<file path="src/rtl/bus_pkg.sv">
// Shared definitions for the bus stages: default word width and the
// serializer state encoding.
package bus_pkg;

  localparam int BUS_WIDTH = 6;

  typedef enum logic [1:0] {
    IDLE   = 2'd0,
    SHIFT  = 2'd1,
    PARITY = 2'd2
  } bus_state_e;

endpackage

</file>
<file path="src/rtl/bus_parity.sv">
// Even-parity reduction: output is 1 when the word holds an odd number of ones,
// so that word plus parity bit always carries an even count.
module bus_parity #(
  parameter int WIDTH = 6
) (
  input  logic [WIDTH-1:0] data_i,
  output logic             parity_o
);

  assign parity_o = ^data_i;

endmodule

</file>
<file path="src/rtl/bus_serializer.sv">
// Parallel-to-serial converter: accepts a WIDTH-bit word, shifts it out one bit
// per cycle in the selected order, optionally followed by an even-parity bit.
module bus_serializer
  import bus_pkg::*;
#(
  parameter int WIDTH = BUS_WIDTH
) (
  input  logic             clk,
  input  logic             reset,
  input  logic [WIDTH-1:0] din,
  input  logic             msb_first,
  input  logic             par_en,
  input  logic             load,
  output logic             ready,
  output logic             sout,
  output logic             sout_valid,
  output logic             frame_start,
  output logic             done
);

  localparam int CW = (WIDTH > 1) ? $clog2(WIDTH) : 1;
  localparam logic [CW-1:0] LAST = CW'(WIDTH - 1);

  bus_state_e       state_q, state_d;
  logic [CW-1:0]    cnt_q, cnt_d;
  logic [WIDTH-1:0] data_q, data_d;
  logic             par_q, par_d;
  logic             sout_q, sout_d;
  logic             valid_q, valid_d;
  logic             start_q, start_d;
  logic             done_q, done_d;

  logic [WIDTH-1:0] ordered;
  logic             parity;

  // The word is stored already reordered so that bit 0 is always sent first;
  // parity does not depend on bit order, so the reorder is harmless there.
  assign ordered = msb_first ? {<<{din}} : din;

  bus_parity #(.WIDTH(WIDTH)) u_parity (
    .data_i   (data_q),
    .parity_o (parity)
  );

  always_ff @(posedge clk) begin
    if (reset) begin
      state_q <= IDLE;
      cnt_q   <= '0;
      data_q  <= '0;
      par_q   <= 1'b0;
      sout_q  <= 1'b0;
      valid_q <= 1'b0;
      start_q <= 1'b0;
      done_q  <= 1'b0;
    end else begin
      state_q <= state_d;
      cnt_q   <= cnt_d;
      data_q  <= data_d;
      par_q   <= par_d;
      sout_q  <= sout_d;
      valid_q <= valid_d;
      start_q <= start_d;
      done_q  <= done_d;
    end
  end

  // Outputs are computed one cycle ahead so every frame bit leaves a register.
  always_comb begin
    state_d = state_q;
    cnt_d   = cnt_q;
    data_d  = data_q;
    par_d   = par_q;
    sout_d  = 1'b0;
    valid_d = 1'b0;
    start_d = 1'b0;
    done_d  = 1'b0;

    case (state_q)
      IDLE: begin
        if (load) begin
          data_d  = ordered;
          par_d   = par_en;
          cnt_d   = '0;
          sout_d  = ordered[0];
          valid_d = 1'b1;
          start_d = 1'b1;
          done_d  = (WIDTH == 1) && !par_en;
          state_d = SHIFT;
        end
      end
      SHIFT: begin
        if (cnt_q == LAST) begin
          cnt_d = '0;
          if (par_q) begin
            state_d = PARITY;
            sout_d  = parity;
            valid_d = 1'b1;
            done_d  = 1'b1;
          end else begin
            state_d = IDLE;
          end
        end else begin
          cnt_d   = cnt_q + CW'(1);
          sout_d  = data_q[cnt_d];
          valid_d = 1'b1;
          done_d  = (cnt_d == LAST) && !par_q;
        end
      end
      PARITY: state_d = IDLE;
      default: state_d = IDLE;
    endcase
  end

  assign ready       = (state_q == IDLE);
  assign sout        = sout_q;
  assign sout_valid  = valid_q;
  assign frame_start = start_q;
  assign done        = done_q;

endmodule

</file>
<file path="config.mk">
export PLATFORM = sky130hd
export DESIGN_NAME = bus_serializer
export DESIGN_NICKNAME = d
export VERILOG_FILES = /design/src/rtl/bus_pkg.sv /design/src/rtl/bus_parity.sv /design/src/rtl/bus_serializer.sv
export SDC_FILE = /design/constraint.sdc
export NUM_CORES = 1
export LEC_CHECK = 0
export CAP_MARGIN = 30
export CORE_MARGIN = 5
export CORE_UTILIZATION = 50
export DETAILED_ROUTE_END_ITERATION = 12
export PLACE_DENSITY_LB_ADDON = 0.08
export RECOVER_POWER = 100
export SLEW_MARGIN = 20
export SYNTH_ARGS = -nofsm -noshare
export SYNTH_HDL_FRONTEND = slang
export SYNTH_SLANG_ARGS = --single-unit
</file>
<file path="constraint.sdc">
create_clock -name clk -period 5.2 [get_ports clk]
set_input_delay 0.52 -clock clk [delete_from_list [all_inputs] [get_ports clk]]
set_output_delay 0.52 -clock clk [all_outputs]
set_load 0.01 [all_outputs]
</file>
==> results of run 1 <==
[report_power, final]
group / total, uW / switching, uW / internal (uW)
Clock: 64.5 / 37.7 / 26.8
Sequential: 138 / 7.69 / 130
Combinational: 56.0 / 24.6 / 31.4
[stage by stage]
step,setup slack (ps),cell area [um^2],utilization
6_report,3230,996.0,0.6461
3_5_place_dp,3144,973.4,0.6315
3_3_place_gp,3181,973.4,0.6315
4_1_cts,3267,996.0,0.6461
2_1_floorplan,3403,823.3,-
5_1_grt,3147,996.0,0.6461
[flip-flops by register name, summed over array words and instances, names as in the netlist]
| register | cells |
|---|---|
| frame_start | 1 |
| sout_valid | 1 |
| cnt_q | 3 |
| data_q | 6 |
| sout | 1 |
| par_q | 1 |
| done | 1 |
| state_q | 2 |
[synth_stat cells]
cell,count
a311oi_2,1
o22ai_1,1
mux4_2,1
a211oi_1,7
nand2_1,7
mux2_1,1
nor2b_1,2
a21oi_2,1
nor3_2,1
nand2b_1,2
or2_1,1
buf_4,1
o21ai_1,1
buf_2,1
inv_1,2
or4_1,1
nand3_1,1
and2_1,2
ha_1,3
clkbuf_1,2
xnor2_1,4
o21bai_1,1
o21ai_2,1
dfxtp_1,16
xnor3_1,1
nor3_1,2
mux2i_1,6
a21oi_1,4
a22oi_1,1
nor2_1,14
[path summary, 6_finish.rpt]
path | slack (ps) | startpoint | depth (start not counted) | end
min reg2reg | 500 | data_q[0] | 2 | data_q[0]
max reg2reg | 3270 | cnt_q[0] | 6 | sout
max | 3230 | state_q[1] | 2 | ready
min | 500 | data_q[0] | 2 | data_q[0]
[metal layers]
layer	wire length [um]	global-route usage
met1	774	0.1800
met2	742	0.2149
met3	60	0.03550
met4	19	0.05106
met5	0	0
[critical path, delay by kind of cell, from the launching register on]
family	cells	cell delay [ps]
flip-flops	1	380
AND/OR/NAND/NOR	1	170
buffers and inverters	1	630
[cells by family after synthesis]
logic type | count (synthesis) | share of synthesized area
simple gates | 33 | 0.1885
fa+ha+maj | 3 | 0.04560
mux | 8 | 0.1140
compound gates | 18 | 0.1596
flops | 16 | 0.3891
buf+inv | 6 | 0.03344
xor+xnor | 5 | 0.06990
[layout make-up]
type | instances | share of cell area
multi-input combinational | 67 | 0.4774
timing repair buffer | 15 | 0.1508
clock buffer | 3 | 0.02261
tap | 16 | 0.02010
sequential | 16 | 0.3216
inverter | 2 | 0.007538
==> flow_summary_export.csv, run 1 <==
group,metric,value,unit
final_layout,fillers,140,
synthesis,syn-mean-instance-area,9.250,um^2
global_route,antenna_found_initial,0,
final_layout,syn_to_final_growth,20.97,%
critical_path,cp.arrival,1450,ps
power,power_density,259.6,mW/mm^2
critical_path,crit_chain,"nor2_1, dlygate4sd3_1",
clock_network,cts.sinks,16,
final_layout,seq_area,320.3,um^2
critical_path,cp_max_fo,6,
drt,vias,658,
clock_network,cts_setup_buffers,0,
placement,dp_hpwl,1223,um
sta,timing.hold.ws,496.0,ps
final_layout,layout_common_cells,"dfxtp_1, nor2_1, clkdlybuf4s50_1",
sta,maxSlewHeadroom,0.5850,
floorplan,io_pins,16,
critical_path,endpoint_kind,"output port",
global_route,grt_pass1_wl,2732,um
flow_run,maxCapViolations,0,
clock_network,cts_buffer_depth,2,
synthesis,synth_top_cell_area_share,0.3891,
global_route,grt_max_degree,18,
final_layout,multi_input_area,475.5,um^2
synthesis,ys_warn_count,0,
clock_network,cts_made_buffers,3,
power,ir_drop,0.0002034,V
synthesis,ys_seq_area_frac,0.3891,
critical_path,critPathMaxStageDelay,630,ps
drt,antenna_left,0,
final_layout,layout_commonest_cell,"dfxtp_1",
floorplan,fp-row-count,14,
floorplan,die_x,50.58,um
synthesis,yosysUniqueCellTypes,30,
sta,fmax,0.5075,GHz
synthesis,synth_top_area_cell,"dfxtp_1",
drt,first_pass_iters,4,
sta,rsz0062_at_grt,"no",
critical_path,required,4680,ps
sta,hold_viol_final,0,
sta,final.min_clock_period,1970,ps
sta,finalSetupViolCount,0,
final_layout,drive_above_1_share,0.07767,
synthesis,synthCells,89,
placement,dp.cells,116,
critical_path,crit_path_top_delay_cell,"dlygate4sd3_1",
sta,tns,0,ps
critical_path,worst-setup-path-type,"flop to output port",
placement,port_buffers,15,
sta,drv_slew,0,
hold_path,hold_class,"flop to flop",
clock_network,h-tree-depth,1,
power,leakagePower,0.0003777,uW
drt,drtIter0Drc,5,
floorplan,die_height,50.58,um
clock_network,cts.hold.buffers_added,0,
final_layout,finalNetCount,119,
floorplan,initial_utilization,0.5341,
clock_network,cts_tree,"yes",
placement,gp_congestion,0.7620,
drt,wirelength,1596,um
synthesis,synthesis.nets,103,
global_route,grt_pass1_vias,628,
drt,drc,0,
final_layout,stdcell_count,119,
clock_network,clockRootBuffer,"clkbuf_4",
final_layout,antenna_cells,0,
global_route,track_usage,0.1375,
sta,skew,2.446,ps
clock_network,clock_latency,270,ps
critical_path,cp-start-kind,"flop",
floorplan,die_area,0.002558,mm^2
floorplan,core-area,0.001541,mm^2
sta,worst_pin_slew,620.5,ps
run_status,status,"finished, final reports clean",
clock_network,path_clk_slew,90,ps
sta,fin_crit_sh,0.3789,
global_route,globalRoute.totalOverflow,0,
power,power.total,258.6,uW
synthesis,synth_area,823.3,um^2
synthesis,yosys-top-cells-area,"dfxtp_1, mux2i_1, a211oi_1, nor2_1, ha_1",
drt,route.detailed.wl_per_inst,13.41,um
drt,via_per_inst,5.529,
synthesis,synth-seq-cells,16,
clock_network,cts_resized,0,
Power figures use the tool's default switching activity.
==> run 2, diff against run 1 <==
--- a/config.mk
+++ b/config.mk
@@ -7,7 +7,7 @@
 export LEC_CHECK = 0
 export CAP_MARGIN = 30
 export CORE_MARGIN = 5
-export CORE_UTILIZATION = 50
+export CORE_UTILIZATION = 49
 export DETAILED_ROUTE_END_ITERATION = 12
 export PLACE_DENSITY_LB_ADDON = 0.08
 export RECOVER_POWER = 100
==> constraint.sdc (replaced) <==
create_clock -name clk -period 2 [get_ports clk]
set_input_delay 0.2 -clock clk [delete_from_list [all_inputs] [get_ports clk]]
set_output_delay 0.2 -clock clk [all_outputs]
set_load 0.01 [all_outputs]
==> flow_summary_export.csv, run 2 (same netlist as run 1, synthesis figures left out) <==
group,metric,value,unit
floorplan,fp-row-count,14,
drt,top_layer,"met4",
critical_path,endpoint_kind,"flop",
critical_path,cp_max_fo,3,
sta,layout_setup_ws,217.6,ps
final_layout,seq_area,320.3,um^2
clock_network,cts_tree,"yes",
sta,finalSetupViolCount,0,
clock_network,cts_setup_buffers,0,
power,p_sw_frac,0.2566,
drt,met1_length,762,um
drt,antenna_left,0,
critical_path,cp.arrival,1950,ps
final_layout,syn_to_final_growth,24.92,%
clock_network,cts_made_buffers,3,
critical_path,cp-start-kind,"flop",
clock_network,clock_latency,280,ps
clock_network,h-tree-depth,1,
sta,maxSlewHeadroom,0.6413,
drt,drc,0,
global_route,track_usage,0.1406,
sta,fin_crit_sh,0.8912,
global_route,grt_pass1_vias,645,
drt,drtIter0Drc,5,
floorplan,die_x,50.99,um
drt,wl_met3,80,um
final_layout,fillers,134,
power,seqPwrFrac,0.493,
floorplan,die_area,0.002600,mm^2
global_route,grt_pass1_wl,2794,um
final_layout,largest_reg_flops,6,
power,ir_drop,0.0005930,V
final_layout,layout_commonest_cell,"dfxtp_1",
sta,hold_viol_final,0,
power,combPwrFrac,0.215,
drt,via_per_inst,5.379,
power,switching_power,184.9,uW
sta,drv_slew,0,
power,p_clk_frac,0.292,
power,power.total,720.6,uW
sta,timing.hold.ws,456.1,ps
clock_network,cts.sinks,16,
drt,vias,667,
final_layout,final_util,0.6672,
sta,rsz0062_at_grt,"no",
sta,skew,2.149,ps
clock_network,cts_resized,0,
clock_network,path_clk_slew,90,ps
hold_path,hold_class,"input port to flop",
final_layout,multi_input_area,471.7,um^2
drt,route.detailed.wl_per_inst,13.00,um
clock_network,clockRootBuffer,"clkbuf_4",
final_layout,layout_common_cells,"dfxtp_1, nor2_1, clkdlybuf4s50_1, a211oi_1, nand2_1",
final_layout,finalNetCount,123,
global_route,grt_max_degree,17,
global_route,antenna_found_initial,0,
sta,tns,0,ps
final_layout,largest_register,"data_q",
drt,wirelength,1612,um
global_route,globalRoute.totalOverflow,0,
critical_path,required,2170,ps
floorplan,die_height,50.99,um
placement,port_buffers,15,
clock_network,cts.hold.buffers_added,0,
placement,place_ws,215.9,ps
final_layout,antenna_cells,0,
final_layout,reg_top3,"data_q (6), cnt_q (3), state_q (2)",
run_status,status,"finished, final reports clean",
drt,route.met2.wl,751,um
final_layout,drive_above_1_share,0.09259,
sta,worst_pin_slew,538.0,ps
critical_path,worst-setup-path-type,"flop to flop",
power,leakagePower,0.0003967,uW
sta,fmax,0.5610,GHz
drt,first_pass_iters,4,
power,power_density,700.6,mW/mm^2
placement,dp_hpwl,1269,um
floorplan,core-area,0.001541,mm^2
flow_run,maxCapViolations,0,
floorplan,initial_utilization,0.5341,
placement,gp_congestion,0.7631,
sta,final.min_clock_period,1782,ps
floorplan,io_pins,16,
clock_network,cts_buffer_depth,2,
power,internal-power,535.6,uW
-- run 2: cell count changes in the layout (fill, tap and decap cells not counted) --
cell,before,now
a21oi_2,1,0
clkdlybuf4s50_1,8,10
clkbuf_1,0,2
dlygate4sd3_1,7,5
buf_4,0,2
or2_0,0,1
or2_1,1,0
clkbuf_8,0,1
a21oi_1,4,5
-- run 2: layer usage --
layer  global-route usage  vias up
met5                    0        -
met4              0.02553        0
met3              0.06686        2
met2               0.2479       12
met1               0.1536      302
li1                     -      351
-- run 2: worst max-delay path: stages, from the launching register on --
cell and delay (ps):
dfxtp_1 370, inv_1 70, ha_1 340, mux4_2 500, and2_0 170, o21ai_2 120, a311oi_2 100
-- run 2: per-stage QoR --
stage,area (um^2),std cells
2_1_floorplan,823.3,89
4_1_cts,1040,124
5_1_grt,1028,124
3_3_place_gp,1003,120
6_report,1028,124
3_5_place_dp,1003,120
-- run 2: area by class of cell --
type / instances / share of cell area
multi-input cells: 67 / 0.4586
repair buffers: 19 / 0.1679
inverters: 2 / 0.007299
flip-flops and latches: 16 / 0.3114
clock buffers: 4 / 0.03528
well taps: 16 / 0.01946
-- run 2: worst paths after layout --
check                           startpoint  cells after the start        end  slack (ps)
worst max-delay path              cnt_q[1]                      6       sout         220
worst min-delay path                par_en                      3      par_q         460
worst max register to register    cnt_q[1]                      6       sout         220
worst min register to register   data_q[0]                      2  data_q[0]         500
-- run 2: power by group through the flow --
stage	Clock (uW)	Sequential, uW	Combinational, uW
floorplan	0	363	104
global placement	0	362	158
detailed placement	0	363	162
CTS	219	356	163
global route	237	358	171
finish	211	355	155
